--- src/rtl/encode4x2_hs.sv ---
// encode4x2_hs: synchronized active-low 4-to-2 priority encoder with valid/ack handshake.
// Define ENCODE_ROUND_ROBIN_EN for rotating priority based on the previous winner.
module encode4x2_hs #(
  parameter int SYNC_STAGES = 2
) (
  input  logic       clk,
  input  logic       rst_n,
  input  logic       E,
  input  logic [0:3] D,
  input  logic       ACK,
  output logic       A,
  output logic       B,
  output logic       V,
  output logic       MULTI
);
  typedef enum logic [1:0] {IDLE, HOLD, WAIT_REL} state_t;
  state_t state, state_nx;
  logic [4:0] sync [SYNC_STAGES];
  logic [0:3] ds;
  logic       es;
  logic [1:0] code, win;
  logic       multi_r, capture;
  always_ff @(posedge clk or negedge rst_n)
    if (!rst_n) begin
      for (int i = 0; i < SYNC_STAGES; i++) sync[i] <= '1;
    end else begin
      sync[0] <= {E, D};
      for (int i = 1; i < SYNC_STAGES; i++) sync[i] <= sync[i-1];
    end
  assign es      = sync[SYNC_STAGES-1][4];
  assign ds      = sync[SYNC_STAGES-1][3:0];
  assign capture = (state == IDLE) && !es && (ds != 4'hF);
`ifdef ENCODE_ROUND_ROBIN_EN
  logic [1:0] last, idx;
  // Scan from lowest to highest priority so the nearest-below-last request wins.
  always_comb begin
    win = '0;
    idx = '0;
    for (int k = 4; k >= 1; k--) begin
      idx = last - 2'(k);
      if (!ds[idx]) win = idx;
    end
  end
  always_ff @(posedge clk or negedge rst_n)
    if (!rst_n) last <= '0;
    else if (capture) last <= win;
`else
  assign win = !ds[3] ? 2'd3 : !ds[2] ? 2'd2 : !ds[1] ? 2'd1 : 2'd0;
`endif
  always_ff @(posedge clk or negedge rst_n)
    if (!rst_n) begin
      state   <= IDLE;
      code    <= '0;
      multi_r <= 1'b0;
    end else begin
      state <= state_nx;
      if (capture) begin
        code    <= win;
        multi_r <= $countones(~ds) > 1;
      end
    end
  always_comb
    state_nx = (state == IDLE) ? (capture ? HOLD : IDLE) :
               (state == HOLD) ? (ACK ? WAIT_REL : HOLD) :
               (ds[code] || es) ? IDLE : WAIT_REL;
  always_comb begin
    V     = (state == HOLD);
    A     = code[1];
    B     = code[0];
    MULTI = multi_r;
  end
endmodule

--- config.mk ---
export PLATFORM = sky130hd
export DESIGN_NAME = encode4x2_hs
export DESIGN_NICKNAME = d
export VERILOG_FILES = /design/src/rtl/encode4x2_hs.sv
export SDC_FILE = /design/constraint.sdc
export NUM_CORES = 1
export LEC_CHECK = 0
export ABC_CLOCK_PERIOD_IN_PS = 2700
export CAP_MARGIN = 20
export CORE_AREA = 8 8 45 47
export CTS_BUF_LIST = sky130_fd_sc_hd__clkbuf_16
export DETAILED_ROUTE_END_ITERATION = 10
export DIE_AREA = 0 0 53 55
export PLACE_DENSITY = 0.8
export SLEW_MARGIN = 20
export SYNTH_ARGS = -nofsm -noshare
export SYNTH_HDL_FRONTEND = slang
export SYNTH_SLANG_ARGS = --single-unit
--- constraint.sdc ---
create_clock -name clk -period 2.7 [get_ports clk]
set_input_delay 0.27 -clock clk [delete_from_list [all_inputs] [get_ports clk]]
set_output_delay 0.27 -clock clk [all_outputs]
set_load 0.1 [all_outputs]
==> report_table.html <==
<table>
<tr><th>Metric</th><th>Value</th></tr>
<tr><th colspan="2">Power and ir drop</th></tr>
<tr><td>Leakage component of the power</td><td>roughly 0.00034 uW</td></tr>
<tr><td>Total power per unit cell area</td><td>around 1300 nW/um^2</td></tr>
<tr><td>PnR Total Power</td><td>approximately 990 uW</td></tr>
<tr><td>Worst VDD drop</td><td>615 uV</td></tr>
<tr><th colspan="2">Job</th></tr>
<tr><td>Max-cap viol count</td><td>0</td></tr>
<tr><th colspan="2">Die</th></tr>
<tr><td>Die Span X</td><td>~53 um</td></tr>
<tr><td>Full die area</td><td>~3000 sq um</td></tr>
<tr><td>Placeable core region</td><td>about 1400 sq um</td></tr>
<tr><td>Die extent in y</td><td>55 um</td></tr>
<tr><td>IO Pins</td><td>12</td></tr>
<tr><td>Initial Util</td><td>between 40% and 50%</td></tr>
<tr><td>Placement Rows</td><td>14</td></tr>
<tr><th colspan="2">Route</th></tr>
<tr><td>DRT Wirelength</td><td>908 um</td></tr>
<tr><td>Vias</td><td>between 300 and 400</td></tr>
<tr><td>Initial DRT Pass Iterations</td><td>1</td></tr>
<tr><td>Via-to-Cell Ratio</td><td>between 4 and 5</td></tr>
<tr><td>Post-route antenna net violation count</td><td>0</td></tr>
<tr><td>Drc violations</td><td>0</td></tr>
<tr><td>Initial detailed-routing violation count</td><td>0</td></tr>
<tr><td>Post-DR wirelength/cell</td><td>roughly 13 um</td></tr>
<tr><th colspan="2">Setup path</th></tr>
<tr><td>Setup CP Type</td><td>reg -&gt; out</td></tr>
<tr><td>Maximum fanout encountered on the critical timing path</td><td>4</td></tr>
<tr><td>Top cell family by delay on the critical path</td><td>flip-flops</td></tr>
<tr><td>Logic depth of the worst path, buffers included</td><td>3</td></tr>
<tr><td>Worst r2r path cells</td><td>4</td></tr>
<tr><td>Total buffers and inverters traversed by the critical path</td><td>2</td></tr>
<tr><td>Data required time of the critical path</td><td>2.43 ns</td></tr>
<tr><td>Crit path DAT</td><td>between 1 and 1.5 ns</td></tr>
<tr><td>CP Capture Type</td><td>output pin</td></tr>
<tr><td>Worst Setup Start Kind</td><td>flip-flop</td></tr>
<tr><td>Critical Path, Cell by Cell</td><td>nand2b_1, inv_1, buf_4</td></tr>
<tr><td>Worst path slowest cell</td><td>dfrtp_1</td></tr>
<tr><td>Crit-path max cell delay</td><td>between 0.4 and 0.5 ns</td></tr>
<tr><th colspan="2">Clock tree</th></tr>
<tr><td>TritonCTS sink count</td><td>15</td></tr>
<tr><td>Source-to-sink clock delay at the later pin of the worst-skew pair</td><td>~0.24 ns</td></tr>
<tr><td>Number of buffers created by CTS</td><td>3</td></tr>
<tr><td>Number of hold buffers added after CTS</td><td>0</td></tr>
<tr><td>CTS root buffer</td><td>clkbuf_16</td></tr>
<tr><td>TritonCTS clock tree</td><td>yes</td></tr>
<tr><td>Buffers inserted during post-CTS setup optimization</td><td>0</td></tr>
<tr><td>Gates resized, CTS repair</td><td>0</td></tr>
<tr><td>CTS H-tree depth</td><td>1</td></tr>
<tr><td>CTS max path bufs</td><td>2</td></tr>
<tr><td>CTS clk-pin slew, worst paths</td><td>~0.040 ns</td></tr>
<tr><th colspan="2">Yosys</th></tr>
<tr><td>Synthesized flop and latch total</td><td>15</td></tr>
<tr><td>Sequential share of the synthesized area</td><td>about 67%</td></tr>
<tr><td>Area of the mapped netlist</td><td>579 sq um</td></tr>
<tr><td>Mean area per synthesized cell</td><td>15.2 sq um</td></tr>
<tr><td>Number of cells produced by synthesis</td><td>38</td></tr>
<tr><td>Netlist cell types</td><td>17</td></tr>
<tr><td>Post-Synthesis Net Count</td><td>49</td></tr>
<tr><td>Warnings, synthesis</td><td>0</td></tr>
<tr><th colspan="2">Finish</th></tr>
<tr><td>Final instance area</td><td>778 sq um</td></tr>
<tr><td>Ant diodes</td><td>0</td></tr>
<tr><td>Fraction of layout cells with a size suffix above 1</td><td>between 30% and 40%</td></tr>
<tr><td>Final net count</td><td>65</td></tr>
<tr><td>Synth-to-layout area growth</td><td>34.3%</td></tr>
<tr><th colspan="2">STA</th></tr>
<tr><td>Peak clock frequency supported by timing</td><td>between 0.6 and 0.7 GHz</td></tr>
<tr><td>Final setup fails</td><td>0</td></tr>
<tr><td>Transition time at the pin with the least slew margin</td><td>0.623 ns</td></tr>
<tr><td>Final min period</td><td>approximately 1.5 ns</td></tr>
<tr><td>Final max-slew violation count</td><td>0</td></tr>
<tr><td>Final total negative setup slack</td><td>0 ns</td></tr>
<tr><td>Final cycle utilization of the critical path</td><td>~54%</td></tr>
<tr><td>Clock skew</td><td>between 0.002 and 0.0025 ns</td></tr>
<tr><td>Final Hold Violating Endpoints</td><td>0</td></tr>
<tr><td>Worst rel slew slack</td><td>~58%</td></tr>
<tr><td>RSZ-0062 raised after global routing</td><td>no</td></tr>
<tr><th colspan="2">Global routing</th></tr>
<tr><td>Number of global-route vias before repair</td><td>390</td></tr>
<tr><td>Initial antenna violation count</td><td>0</td></tr>
<tr><td>GRT Resource Usage Total</td><td>under 10%</td></tr>
<tr><td>First-pass GRT wire length</td><td>between 1500 and 2000 um</td></tr>
<tr><td>Largest net degree at the start of global routing</td><td>16</td></tr>
<tr><td>Gr ovfl total</td><td>0</td></tr>
<tr><th colspan="2">Place</th></tr>
<tr><td>HPWL reported at the end of detailed placement</td><td>between 600 and 700 um</td></tr>
<tr><td>Count of buffers inserted at the top-level ports</td><td>11</td></tr>
<tr><td>Placed Instance Area</td><td>699 sq um</td></tr>
<tr><td>Placer's final routability congestion estimate</td><td>~0.7</td></tr>
<tr><th colspan="2">Hold path</th></tr>
<tr><td>Count of cells along the worst hold path</td><td>0</td></tr>
<tr><td>Hold Path Class</td><td>reg -&gt; reg</td></tr>
<tr><th colspan="2">Outcome</th></tr>
<tr><td>Run status</td><td>completed</td></tr>
</table>
## synthesized netlist by cell type
cell type | count | share of area, %
nand2b_1 | 1 | 1.1
nor3b_1 | 1 | 1.3
nand2_1 | 2 | 1.3
mux2i_1 | 2 | 3.5
dfrtp_1 | 5 | 22
inv_1 | 2 | 1.3
fa_1 | 1 | 3.5
nor3_4 | 1 | 2.8
o21ai_0 | 3 | 2.6
nand2_2 | 1 | 1.1
nand4b_1 | 1 | 1.5
mux2_4 | 2 | 5.2
nand3_1 | 2 | 1.7
ha_1 | 2 | 4.3
dfstp_2 | 10 | 45
a21oi_1 | 1 | 0.86
a31oi_1 | 1 | 1.1
## report_power, final
part	switching [uW]	internal [uW]	leakage (uW)
Sequential	46.2	275	0.000163
Combinational	282	107	0.000138
Clock	80.6	195	0.0000423
## metal layers
layer  part of all wire [%]  track usage (%)  vias up
met5                      0                0        -
met4                   0.88             6.47        0
met3                    6.9             5.08        2
met2                     49             13.3       11
met1                     43             7.31      167
li1                       -                -      159
## through the flow
step	utilization (%)	cells	setup WS, ns	hold slack [ns]
after floorplan	-	38	1.21	-0.0256
after global placement	50.5	65	1.34	0.346
after detailed placement	50.5	65	1.30	0.347
after CTS	56.2	69	1.22	0.354
after global routing	56.2	69	1.18	0.355
final	56.2	69	1.23	0.353
## final cells by class
type,instances,area (sq um)
Clock buffer,3,75.1
Inverter,2,7.51
Sequential cell,15,388
Tap cell,16,20.0
Multi-Input combinational cell,21,184
Clock inverter,1,3.75
Fill cell,110,606
Timing Repair Buffer,11,100
## sequential cells by signal, indices dropped and copies added, names as in the netlist
| name | flops |
|---|---|
| MULTI | 1 |
| code | 2 |
| ds | 4 |
| es | 1 |
| state | 2 |
| sync | 5 |
## path summary, 6_finish.rpt
path	startpoint	to	slack [ns]
setup / recovery	state[1]$_DFF_PN0_	V	1.23
hold / removal	sync[8]$_DFF_PN1_	ds[0]$_DFF_PN1_	0.35
setup reg to reg	ds[3]$_DFF_PN1_	code[0]$_DFFE_PN0P_	1.30
hold reg to reg	sync[8]$_DFF_PN1_	ds[0]$_DFF_PN1_	0.35
max in group asynchronous	rst_n	state[0]$_DFF_PN0_	1.88
min in group asynchronous	rst_n	MULTI$_DFFE_PN0P_	0.42
## placed cells by master (no fill, tap or decap), drive strengths merged
master	n
mux2i	2
nand2b	1
clkdlybuf4s50	7
o21ai	3
ha	2
a21oi	1
nand2	3
a31oi	1
inv	3
nand4b	1
buf	4
dfrtp	5
fa	1
nand3	2
nor3b	1
mux2	2
clkbuf	3
nor3	1
dfstp	10
## logic make-up (layout without fill, tap and decap cells)
kind of cell	after synthesis	after routing	synth area share (%)
AO/OA/AOI/OAI	5	5	4.53
adder cells (fa/ha/maj)	3	3	7.77
buffers and inverters	2	17	1.30
flip-flops	15	15	67.0
multiplexers	4	4	8.64
AND/OR/NAND/NOR	9	9	10.8
No activity file was read; power rests on OpenSTA's default activity.
